<file path="src/rtl/sdram_pkg.sv">
// rtl/sdram_pkg.sv - shared SDRAM command constants and arbiter state encodings
package sdram_pkg;

    localparam int CMD_W = 18;

    // {cs_n, ras_n, cas_n, we_n, ba[1:0], addr[11:0]}
    localparam logic [CMD_W-1:0] NOP  = 18'h1C000;
    localparam logic [CMD_W-1:0] AREF = 18'h04000;
    localparam logic [CMD_W-1:0] PALL = 18'h08400;
    localparam logic [CMD_W-1:0] ACT  = 18'h0C000;
    localparam logic [CMD_W-1:0] WR   = 18'h10000;
    localparam logic [CMD_W-1:0] RD   = 18'h14000;

    typedef enum logic [4:0] {
        ST_INIT  = 5'b00001,
        ST_ARBIT = 5'b00010,
        ST_AREF  = 5'b00100,
        ST_WRITE = 5'b01000,
        ST_READ  = 5'b10000
    } arb_state_t;

endpackage

</file>
<file path="src/rtl/sdram_ref_timer.sv">
// rtl/sdram_ref_timer.sv - refresh interval counter with pending request and overrun flag
module sdram_ref_timer #(
    parameter int REF_INTERVAL = 1500
) (
    input  logic clk,
    input  logic rst,
    input  logic run,
    input  logic ref_ack,
    output logic ref_req,
    output logic ref_overrun
);

    localparam int CW = (REF_INTERVAL > 2) ? $clog2(REF_INTERVAL) : 1;
    localparam logic [CW-1:0] LAST = CW'(REF_INTERVAL - 1);

    logic [CW-1:0] cnt;
    logic          expire;

    assign expire = run && (cnt == LAST);

    // The counter wraps independently of acknowledgement so the interval never drifts;
    // an expiry that lands on the acknowledging edge starts a fresh request.
    always_ff @(posedge clk) begin
        if (rst) begin
            cnt         <= '0;
            ref_req     <= 1'b0;
            ref_overrun <= 1'b0;
        end else begin
            if (!run || expire) begin
                cnt <= '0;
            end else begin
                cnt <= cnt + CW'(1);
            end
            ref_req <= expire | (ref_req & ~ref_ack);
            if (expire && ref_req && !ref_ack) begin
                ref_overrun <= 1'b1;
            end
        end
    end

endmodule

</file>
<file path="src/rtl/sdram_arbit.sv">
// rtl/sdram_arbit.sv - SDRAM command arbiter between init, refresh, write and read engines
module sdram_arbit
    import sdram_pkg::*;
#(
    parameter int REF_INTERVAL = 1500,
    parameter int T_RC         = 7
) (
    input  logic             clk,
    input  logic             rst,
    input  logic             init_end,
    input  logic [CMD_W-1:0] init_cmd,
    input  logic             w_req,
    input  logic [CMD_W-1:0] w_cmd,
    input  logic [15:0]      w_dq,
    input  logic             w_dq_oe,
    input  logic             write_data_end,
    input  logic             write_ref_break_end,
    input  logic             r_req,
    input  logic [CMD_W-1:0] r_cmd,
    input  logic             read_data_end,
    input  logic             read_ref_break_end,
    output logic             w_en,
    output logic             r_en,
    output logic             ref_req,
    output logic             ref_overrun,
    output logic [CMD_W-1:0] sd_cmd,
    output logic [15:0]      sd_dq_out,
    output logic             sd_dq_oe
);

    localparam int AW = (T_RC > 0) ? $clog2(T_RC + 1) : 1;
    localparam logic [AW-1:0] AREF_LAST = AW'(T_RC);

    arb_state_t    state;
    logic [AW-1:0] aref_cnt;
    logic          run;
    logic          ref_ack;

    assign run     = (state != ST_INIT);
    assign ref_ack = (state == ST_ARBIT) && ref_req;

    sdram_ref_timer #(
        .REF_INTERVAL(REF_INTERVAL)
    ) u_ref_timer (
        .clk        (clk),
        .rst        (rst),
        .run        (run),
        .ref_ack    (ref_ack),
        .ref_req    (ref_req),
        .ref_overrun(ref_overrun)
    );

    always_ff @(posedge clk) begin
        if (rst) begin
            state    <= ST_INIT;
            aref_cnt <= '0;
        end else begin
            case (state)
                ST_INIT: begin
                    if (init_end) begin
                        state <= ST_ARBIT;
                    end
                end
                ST_ARBIT: begin
                    aref_cnt <= '0;
                    if (ref_req) begin
                        state <= ST_AREF;
                    end else if (w_req) begin
                        state <= ST_WRITE;
                    end else if (r_req) begin
                        state <= ST_READ;
                    end
                end
                ST_AREF: begin
                    if (aref_cnt == AREF_LAST) begin
                        state    <= ST_ARBIT;
                        aref_cnt <= '0;
                    end else begin
                        aref_cnt <= aref_cnt + AW'(1);
                    end
                end
                ST_WRITE: begin
                    if (write_data_end || write_ref_break_end) begin
                        state <= ST_ARBIT;
                    end
                end
                ST_READ: begin
                    if (read_data_end || read_ref_break_end) begin
                        state <= ST_ARBIT;
                    end
                end
                default: begin
                    state    <= ST_INIT;
                    aref_cnt <= '0;
                end
            endcase
        end
    end

    assign w_en = (state == ST_WRITE);
    assign r_en = (state == ST_READ);

    // Pins are held at NOP while rst is asserted so a reset cycle never forwards an engine command.
    always_comb begin
        sd_cmd    = NOP;
        sd_dq_out = '0;
        sd_dq_oe  = 1'b0;
        if (!rst) begin
            case (state)
                ST_INIT: sd_cmd = init_cmd;
                ST_AREF: begin
                    if (aref_cnt == '0) begin
                        sd_cmd = AREF;
                    end
                end
                ST_WRITE: begin
                    sd_cmd    = w_cmd;
                    sd_dq_out = w_dq;
                    sd_dq_oe  = w_dq_oe;
                end
                ST_READ: sd_cmd = r_cmd;
                default: sd_cmd = NOP;
            endcase
        end
    end

endmodule

</file>
<file path="config.mk">
export PLATFORM = sky130hd
export DESIGN_NAME = sdram_arbit
export DESIGN_NICKNAME = d
export VERILOG_FILES = /design/src/rtl/sdram_pkg.sv /design/src/rtl/sdram_ref_timer.sv /design/src/rtl/sdram_arbit.sv
export SDC_FILE = /design/constraint.sdc
export NUM_CORES = 1
export LEC_CHECK = 0
export BUFFER_PORTS_ARGS = -buffer_cell sky130_fd_sc_hd__buf_2
export CAP_MARGIN = 20
export CELL_PAD_IN_SITES_DETAIL_PLACEMENT = 0
export CELL_PAD_IN_SITES_GLOBAL_PLACEMENT = 1
export CORE_MARGIN = 3
export CORE_UTILIZATION = 26
export DETAILED_ROUTE_END_ITERATION = 8
export PLACE_DENSITY = 0.8
export SYNTH_ARGS = -nofsm -noshare
export SYNTH_HDL_FRONTEND = slang
export SYNTH_SLANG_ARGS = --single-unit
export TNS_END_PERCENT = 20
</file>
<file path="constraint.sdc">
create_clock -name clk -period 1.74 [get_ports clk]
set_input_delay 0 -clock clk [delete_from_list [all_inputs] [get_ports clk]]
set_output_delay 0 -clock clk [all_outputs]
set_load 0.02 [all_outputs]
</file>
==> results of run 1 <==
[cell usage after synthesis, types with 2 or more instances]
cell / instances
a211o_1: 2
a21oi_1: 4
a222oi_1: 17
a22oi_1: 3
and3_1: 18
buf_2: 3
buf_4: 6
buf_6: 4
clkbuf_1: 4
dfxtp_1: 21
ha_1: 4
inv_1: 8
nand2_1: 8
nand3_1: 7
nand3b_1: 2
nand4b_1: 2
nor2_1: 45
nor3_1: 6
nor4_1: 2
o21ai_0: 3
xnor2_1: 5
xor2_1: 6
[worst paths after layout]
| path | startpoint | end | slack [ns] | cells after the start |
|---|---|---|---|---|
| min reg2reg | u_ref_timer.cnt[0] | u_ref_timer.cnt[0] | 0.45 | 1 |
| max | state[3] | sd_cmd[7] | -0.05 | 7 |
| max reg2reg | aref_cnt[0] | state[4] | 0.18 | 6 |
| min | rst | u_ref_timer.ref_req | 0.06 | 2 |
[per-layer routing]
| metal | global-route usage, % | wire [um] | up-vias |
|---|---|---|---|
| met3 | 3.037 | 431 | 2 |
| met2 | 20.19 | 2629 | 58 |
| met1 | 19.34 | 2319 | 892 |
| li1 | - | - | 960 |
| met4 | 3.987 | 27 | 0 |
| met5 | 0 | 0 | - |
[per-stage QoR]
stage / hold WS (ns) / utilization [%] / worst slack (ns) / TNS, ns
5_1_grt: 0.07262 / 42.54 / -0.1459 / -2.202
6_report: 0.06161 / 42.54 / -0.05425 / -0.2679
3_3_place_gp: 0.2845 / 39.30 / 0.08272 / 0
2_1_floorplan: 0.1405 / - / 0.1329 / 0
3_5_place_dp: 0.2718 / 39.30 / 0.07518 / 0
4_1_cts: 0.05392 / 42.04 / -0.06752 / -0.7503
[cells by family after synthesis]
family / count (synthesis) / share of synthesized area [%]
AND/OR/NAND/NOR: 98 / 33.22
AO/OA/AOI/OAI: 35 / 19.54
buffers and inverters: 25 / 9.892
flip-flops: 21 / 27.70
XOR/XNOR: 11 / 6.348
adder cells (fa/ha/maj): 4 / 3.298
[sequential cells by signal, indices dropped and copies added (netlist names)]
register	count
u_ref_timer.ref_req	1
u_ref_timer.cnt	11
u_ref_timer.ref_overrun	1
aref_cnt	3
state	5
[repair_timing]
item	4_1_cts	5_1_grt
endpoints found under the setup margin	36	42
buffers inserted	3	1
pin swaps	7	7
gates resized for setup	28	5
hold buffers	1	0
gates cloned	0	0
hold endpoints to repair	1	0
[power breakdown]
group | internal [mW] | switching, mW | total, mW
registers | 0.518 | 0.0506 | 0.569
clock network | 0.162 | 0.164 | 0.326
logic | 0.545 | 0.640 | 1.18
total | 1.22 | 0.855 | 2.08
[layout make-up]
class / instances / share of cell area (%)
repair buffers: 138 / 34.14
multi-input cells: 148 / 40.58
clock inverters: 1 / 0.3166
inverters: 8 / 1.266
well taps: 72 / 3.799
clock buffers: 3 / 1.741
flip-flops and latches: 21 / 18.15
==> flow_summary_export.csv, run 1 <==
group,metric,value,unit
outcome,status,"finished, violations left",
outcome,violations,"negative setup slack",
setup_path,crit_buf_inv,3,
yosys,synth-seq-area-share,27.70,%
finish,fin_nets,404,
floorplanning,rows,27,
place,numPortBuffers,118,
route,drtAntennaViolNets,0,
power_and_ir_drop,leakagePower,1.241,nW
setup_path,critPathRequiredTime,1.74,ns
global_route,grt_pass1_vias,1548,
finish,stdcell_area,0.002371,mm^2
setup_path,crit_slowest_cell,"dfxtp_4",
sta,skew,0.008345,ns
finish,layout-drive-gt1-share,47.96,%
setup_path,path_max_fanout,8,
sta,maxSlewHeadroom,71.23,%
route,dr.first_iter.drc_count,154,
setup_path,crit_path_frequent_cell,"buf_6",
setup_path,end_kind,"output port",
setup_path,start_kind,"flop",
finish,syn2layout_area_growth,56.22,%
global_route,grt_overflow,0,
yosys,synth-seq-cells,21,
finish,stdcell_count,391,
finish,seq_area,430.4,um^2
setup_path,cpPeakStageDelay,0.37,ns
yosys,synth_edf_count,0,
yosys,ys.flop_type,"dfxtp_1",
setup_path,critPathArrivalTime,1.79,ns
clock_tree,cts_tree,"built",
yosys,avgSynthCellArea,7.823,um^2
sta,fin_crit_sh,103.1,%
sta,max_freq,557.3,MHz
yosys,async_reset_ff_share,0,%
clock_tree,htree_levels,1,
finish,multi_input_area,962.2,um^2
place,post_dp_cell_area,0.002191,mm^2
place,gp_congestion,0.8153,
finish,fillers,604,
global_route,grt_max_degree,28,
clock_tree,numCtsBuffers,3,
floorplanning,die-area,0.006790,mm^2
yosys,synth_warnings,0,
power_and_ir_drop,powerDensity,877.0,mW/mm^2
sta,worst_slew_pin_slew,0.4277,ns
route,wl_per_cell,13.83,um
finish,final_cell_mix,"buf_2, nor2_1, buf_4, and3_1",
global_route,grt_usage,13.56,%
yosys,netlist_instances,194,
flow_run,maxCapViolations,0,
route,first_pass_iters,5,
yosys,yosys.area.top_type,"dfxtp_1",
clock_tree,cts_root_buffer,"clkbuf_8",
floorplanning,core-area,0.005574,mm^2
global_route,antenna_found_initial,0,
sta,hold_viol_final,0,
sta,finalCriticalPeriod,1.794,ns
global_route,grt_pass1_wl,7300,um
place,placed_cells,382,
setup_path,path_class,"flop to output port",
sta,drv_slew,0,
finish,final_common_cell,"buf_2",
route,vias,1912,
finish,antennaDiodeCount,0,
clock_tree,clk_latency,0.26,ns
route,drc,0,
yosys,syn_area,0.001518,mm^2
floorplanning,die_w,82.40,um
sta,setup_viol,16,
sta,rsz0062_at_grt,"true",
yosys,ys_top_cells_by_area,"dfxtp_1, a222oi_1, nor2_1",
worst_hold_path,hold_class,"input pin to flop",
yosys,synth_cell_types,36,
place,dp_hpwl,4309,um
setup_path,crit_chain,"buf_6 -> nor4b_4 -> nor2b_4 -> buf_6 -> a222oi_1 -> nor2_1 -> buf_4",
floorplanning,start_util,27.23,%
route,vias_per_cell,4.890,
floorplanning,die_h,82.40,um
setup_path,critical_path.top_delay_family,"simple AND/OR/NAND/NOR gates",
yosys,synthesis.nets,278,
yosys,netlist.area_leader.share,27.70,%
power_and_ir_drop,vdd_drop_max,356.0,uV
floorplanning,ios,119,
route,postRouteWirelength,5408,um
clock_tree,clockBufferDepth,2,
clock_tree,clk_pin_slew,0.08,ns
sta,setup_slack,-0.05425,ns
power_and_ir_drop,power,2.079,mW
clock_tree,cts_num_sinks,21,
No activity file was read; power rests on OpenSTA's default activity.
==> inputs of run 2 (changes only) <==
--- a/config.mk
+++ b/config.mk
@@ -10,9 +10,10 @@
 export CELL_PAD_IN_SITES_DETAIL_PLACEMENT = 0
 export CELL_PAD_IN_SITES_GLOBAL_PLACEMENT = 1
 export CORE_MARGIN = 3
-export CORE_UTILIZATION = 26
+export CORE_UTILIZATION = 27
+export CTS_BUF_LIST = sky130_fd_sc_hd__clkbuf_8
 export DETAILED_ROUTE_END_ITERATION = 8
-export PLACE_DENSITY = 0.8
+export PLACE_DENSITY = 0.83
 export SYNTH_ARGS = -nofsm -noshare
 export SYNTH_HDL_FRONTEND = slang
 export SYNTH_SLANG_ARGS = --single-unit
==> flow_summary_export.csv, run 2 (synthesis gave the netlist of run 1 again) <==
group,metric,value,unit
outcome,status,"finished, violations left",
outcome,violations,"negative setup slack",
setup_path,end_kind,"output port",
place,post-place-ws,0.1306,ns
route,wl_met3,306,um
global_route,grt_usage,14.43,%
finish,syn2layout_area_growth,59.52,%
floorplanning,start_util,28.80,%
setup_path,crit_start,"state[3]",
floorplanning,die-area,0.006557,mm^2
power_and_ir_drop,leakagePower,1.269,nW
setup_path,r2r_start,"state[4]",
finish,largest_register,"u_ref_timer.cnt",
finish,fin_util,45.94,%
place,gp_congestion,0.7639,
sta,rsz0062_at_grt,"true",
clock_tree,cts_tree,"built",
clock_tree,clk_pin_slew,0.08,ns
sta,worst_slew_pin_slew,0.3635,ns
route,drtAntennaViolNets,0,
sta,fin_crit_sh,103.6,%
power_and_ir_drop,vdd_drop_max,358.1,uV
global_route,grt_pass1_vias,1716,
place,numPortBuffers,118,
global_route,grt_overflow,0,
flow_run,maxCapViolations,0,
floorplanning,rows,26,
clock_tree,clk_latency,0.26,ns
sta,max_freq,554.8,MHz
floorplanning,core-area,0.005270,mm^2
clock_tree,cts_root_buffer,"clkbuf_8",
finish,fin_nets,406,
route,route.met2.wl,2610,um
route,first_pass_iters,5,
setup_path,critPathArrivalTime,1.80,ns
route,dr.first_iter.drc_count,93,
finish,largest_registers,"u_ref_timer.cnt x11, state x5, aref_cnt x3",
global_route,grt_max_degree,27,
finish,final_cell_mix,"buf_2, nor2_1, buf_4",
clock_tree,clockBufferDepth,2,
sta,drv_slew,0,
finish,largest_reg_flops,11,
clock_tree,cts_num_sinks,21,
floorplanning,die_h,80.98,um
route,drc,0,
worst_hold_path,hold_start,"rst",
finish,layout-drive-gt1-share,48.91,%
global_route,antenna_found_initial,0,
sta,setup_viol,16,
sta,maxSlewHeadroom,75.74,%
setup_path,path_max_fanout,8,
sta,skew,0.001007,ns
global_route,grt_pass1_wl,7672,um
setup_path,path_class,"flop to output port",
power_and_ir_drop,powerDensity,881.8,mW/mm^2
route,vias_per_cell,4.864,
route,met1_length,2425,um
place,dp_hpwl,4332,um
clock_tree,htree_levels,1,
finish,fillers,543,
sta,fin_setup_tns,-0.4875,ns
finish,final_common_cell,"buf_2",
floorplanning,ios,119,
setup_path,start_kind,"flop",
finish,antennaDiodeCount,0,
sta,finalCriticalPeriod,1.802,ns
setup_path,critPathRequiredTime,1.74,ns
route,postRouteWirelength,5387,um
floorplanning,die_w,80.98,um
sta,holdWs,0.05189,ns
sta,setup_slack,-0.06250,ns
clock_tree,numCtsBuffers,3,
route,top_layer,"met4",
route,vias,1902,
sta,hold_viol_final,0,
worst_hold_path,hold_class,"input pin to flop",
route,wl_per_cell,13.78,um
power_and_ir_drop,power,2.135,mW
[run 2: repair_timing]
| item | in CTS | in global routing |
|---|---|---|
| pin swaps | 3 | 1 |
| buffers inserted | 3 | 0 |
| gates cloned | 0 | 0 |
| endpoints found under the setup margin | 35 | 35 |
| resized for setup | 32 | 12 |
| hold buffers | 1 | 0 |
| endpoints found under the hold margin | 1 | 0 |
[run 2: report_power, final]
group / switching [mW] / internal [mW] / leakage [nW]
registers: 0.0521 / 0.523 / 0.172
clock network: 0.161 / 0.157 / 0.0269
logic: 0.650 / 0.592 / 1.07
total: 0.863 / 1.27 / 1.27
[run 2: path summary, 6_finish.rpt]
check / end / slack, ns / depth (start not counted)
setup / recovery: sd_cmd[3] / -0.06 / 7
hold reg to reg: u_ref_timer.cnt[0] / 0.45 / 1
setup reg to reg: state[4] / 0.17 / 5
hold / removal: state[2] / 0.05 / 2
[run 2: worst max-delay path, stage by stage (launching register included)]
cell      delay [ns]
dfxtp_2         0.34
buf_6           0.12
nor4b_4         0.29
nor2b_4         0.26
buf_6           0.15
a222oi_1        0.10
nor2_1          0.12
buf_4           0.16
[run 2: final cells by class]
cell class	instances	area (um^2)	share of cell area, %
Tap cell	70	87.58	3.618
Timing Repair Buffer	140	849.6	35.09
Multi-Input combinational cell	148	978.4	40.41
Clock inverter	1	3.754	0.1550
Clock buffer	3	41.29	1.705
Inverter	8	30.03	1.240
Sequential cell	21	430.4	17.78
[run 2: stage by stage]
step	instances	instance area, um^2
floorplan	194	1518
global placement	383	2223
finish	391	2421
global route	391	2421
detailed placement	383	2223
CTS	391	2387
[run 2: layer usage]
metal / vias to the layer above / track usage (%)
li1: 970 / -
met1: 866 / 19.96
met2: 62 / 23.56
met3: 4 / 1.996
met4: 0 / 3.547
met5: - / 0
==> inputs of run 3 (changes only) <==
--- a/config.mk
+++ b/config.mk
@@ -10,10 +10,11 @@
 export CELL_PAD_IN_SITES_DETAIL_PLACEMENT = 0
 export CELL_PAD_IN_SITES_GLOBAL_PLACEMENT = 1
 export CORE_MARGIN = 3
-export CORE_UTILIZATION = 27
-export CTS_BUF_LIST = sky130_fd_sc_hd__clkbuf_8
+export CORE_UTILIZATION = 26
+export CTS_BUF_LIST = sky130_fd_sc_hd__clkbuf_16
 export DETAILED_ROUTE_END_ITERATION = 8
-export PLACE_DENSITY = 0.83
+export MAX_ROUTING_LAYER = met4
+export PLACE_DENSITY = 0.8
 export SYNTH_ARGS = -nofsm -noshare
 export SYNTH_HDL_FRONTEND = slang
 export SYNTH_SLANG_ARGS = --single-unit
==> flow_summary_export.csv, run 3 (synthesis gave the netlist of run 1 again) <==
group,metric,value,unit
global_route,antenna_found_initial,0,
global_route,grt_pass1_wl,7341,um
setup_path,crit_slowest_cell,"dfxtp_4",
finish,syn2layout_area_growth,57.63,%
route,drtAntennaViolNets,0,
setup_path,crit_path_frequent_cell,"buf_6",
sta,setup_viol,10,
finish,largest_reg_flops,11,
power_and_ir_drop,leakagePower,1.252,nW
route,dr.first_iter.drc_count,154,
sta,skew,0.005532,ns
route,vias_per_cell,4.879,
worst_hold_path,min_path_cells,3,
setup_path,r2r_start,"aref_cnt[0]",
clock_tree,htree_levels,1,
power_and_ir_drop,pwr-share-clk,22.1,%
setup_path,crit_chain,"buf_6 -> nor4b_4 -> nor2b_4 -> buf_6 -> a222oi_1 -> nor2_1 -> buf_4",
worst_hold_path,hold_class,"input pin to flop",
finish,fin_util,42.92,%
floorplanning,die_h,82.40,um
finish,fillers,600,
clock_tree,clk_latency,0.26,ns
clock_tree,cts_num_sinks,21,
floorplanning,rows,27,
setup_path,r2r.worst_path.cells,6,
clock_tree,cts_root_buffer,"clkbuf_16",
finish,stdcell_area,0.002392,mm^2
setup_path,critPathRequiredTime,1.74,ns
route,drc,0,
finish,largest_register,"u_ref_timer.cnt",
clock_tree,ctsHoldBuffers,0,
floorplanning,ios,119,
place,gp_congestion,0.8274,
place,dp_hpwl,4309,um
floorplanning,die_w,82.40,um
outcome,status,"finished, violations left",
finish,largest_registers,"u_ref_timer.cnt x11, state x5, aref_cnt x3",
setup_path,path_class,"flop to output port",
global_route,grt_max_degree,28,
setup_path,critical_path.top_delay_family,"simple AND/OR/NAND/NOR gates",
outcome,violations,"negative setup slack",
setup_path,start_kind,"flop",
sta,fin_crit_sh,101.9,%
global_route,grt_overflow,0,
setup_path,endpoint,"sd_cmd[7]",
sta,hold_viol_final,0,
sta,max_freq,564.2,MHz
clock_tree,clockBufferDepth,2,
floorplanning,start_util,27.23,%
flow_run,maxCapViolations,0,
setup_path,critPathArrivalTime,1.77,ns
setup_path,path_depth,7,
power_and_ir_drop,combPwrFrac,52.6,%
power_and_ir_drop,intPower,1.372,mW
global_route,grt_usage,14.13,%
power_and_ir_drop,vdd_drop_max,396.3,uV
power_and_ir_drop,p_switching,0.8742,mW
route,wl_per_cell,14.01,um
finish,final_cell_mix,"buf_2, nor2_1, buf_4, and3_1",
route,vias,1903,
floorplanning,core-area,0.005574,mm^2
route,postRouteWirelength,5465,um
sta,drv_slew,0,
sta,finalCriticalPeriod,1.772,ns
global_route,grt_pass1_vias,1550,
place,post_dp_cell_area,0.002191,mm^2
clock_tree,numCtsBuffers,3,
power_and_ir_drop,swShare,38.92,%
clock_tree,cts_tree,"built",
power_and_ir_drop,seq_power_share,25.3,%
sta,setup_slack,-0.03242,ns
route,first_pass_iters,6,
setup_path,crit_start,"state[3]",
place,numPortBuffers,118,
power_and_ir_drop,powerDensity,938.8,mW/mm^2
setup_path,end_kind,"output port",
setup_path,cpPeakStageDelay,0.36,ns
setup_path,crit_buf_inv,3,
finish,layout-drive-gt1-share,47.80,%
finish,antennaDiodeCount,0,
sta,maxSlewHeadroom,70.69,%
sta,worst_slew_pin_slew,0.4357,ns
setup_path,r2r-end,"state[4]",
sta,rsz0062_at_grt,"true",
clock_tree,clk_pin_slew,0.06,ns
finish,fin_nets,403,
setup_path,path_max_fanout,8,
finish,final_common_cell,"buf_2",
floorplanning,die-area,0.006790,mm^2
setup_path,rrSetupSlack,0.16,ns
-- run 3: final cells by class --
| cell class | instances | area (um^2) | share of cell area [%] |
|---|---|---|---|
| Clock inverter | 1 | 7.507 | 0.3138 |
| Timing Repair Buffer | 137 | 799.5 | 33.42 |
| Sequential cell | 21 | 430.4 | 17.99 |
| Tap cell | 72 | 90.09 | 3.766 |
| Inverter | 8 | 30.03 | 1.255 |
| Multi-Input combinational cell | 148 | 959.7 | 40.12 |
| Clock buffer | 3 | 75.07 | 3.138 |
-- run 3: worst reg2reg max path, stage by stage, from the launching register on --
cell       delay [ns]
dfxtp_1          0.33
ha_1             0.21
ha_1             0.18
nand4b_1         0.23
o2111ai_1        0.20
nor2_1           0.07
o221a_2          0.25
-- run 3: repair_timing --
item | 4_1_cts | 5_1_grt
pin swaps | 7 | 7
setup buffers | 3 | 1
gates cloned | 0 | 0
gates resized for setup | 28 | 4
endpoints found under the setup margin | 35 | 29
-- run 3: worst min path at each step --
stage / startpoint / endpoint / slack, ns
floorplan: w_req / state[3] / 0.14
global placement: w_req / state[3] / 0.28
detailed placement: w_req / state[3] / 0.27
CTS: w_req / state[3] / 0.0003
global route: w_req / state[3] / 0.008
finish: w_req / state[3] / 0.004
-- run 3: per-stage QoR --
stage          std cells  setup WS [ns]  total power, mW  TNS (ns)  hold WS, ns
6_report             390       -0.03242            2.246   -0.1112     0.003723
4_1_cts              389       -0.05145            2.181   -0.4771    0.0003361
5_1_grt              390        -0.1267            2.396    -1.860     0.008106
3_5_place_dp         382        0.07518            1.622         0       0.2718
3_3_place_gp         382        0.08272            1.612         0       0.2845
2_1_floorplan        194         0.1329            1.260         0       0.1405
-- run 3: per-layer routing --
metal / share of wire [%] / routed length, um / track usage (%)
met4: 0.77 / 42 / 4.485
met5: 0 / 0 / -
met3: 7.8 / 424 / 2.820
met2: 49 / 2655 / 20.35
met1: 43 / 2342 / 19.69
-- run 3: power groups by stage --
stage | Combinational, mW | Clock [mW] | Sequential, mW
after global placement | 1.04 | 0 | 0.573
after CTS | 1.12 | 0.499 | 0.564
after global routing | 1.29 | 0.531 | 0.574
after floorplan | 0.719 | 0 | 0.541
after detailed placement | 1.05 | 0 | 0.574
final | 1.18 | 0.497 | 0.568
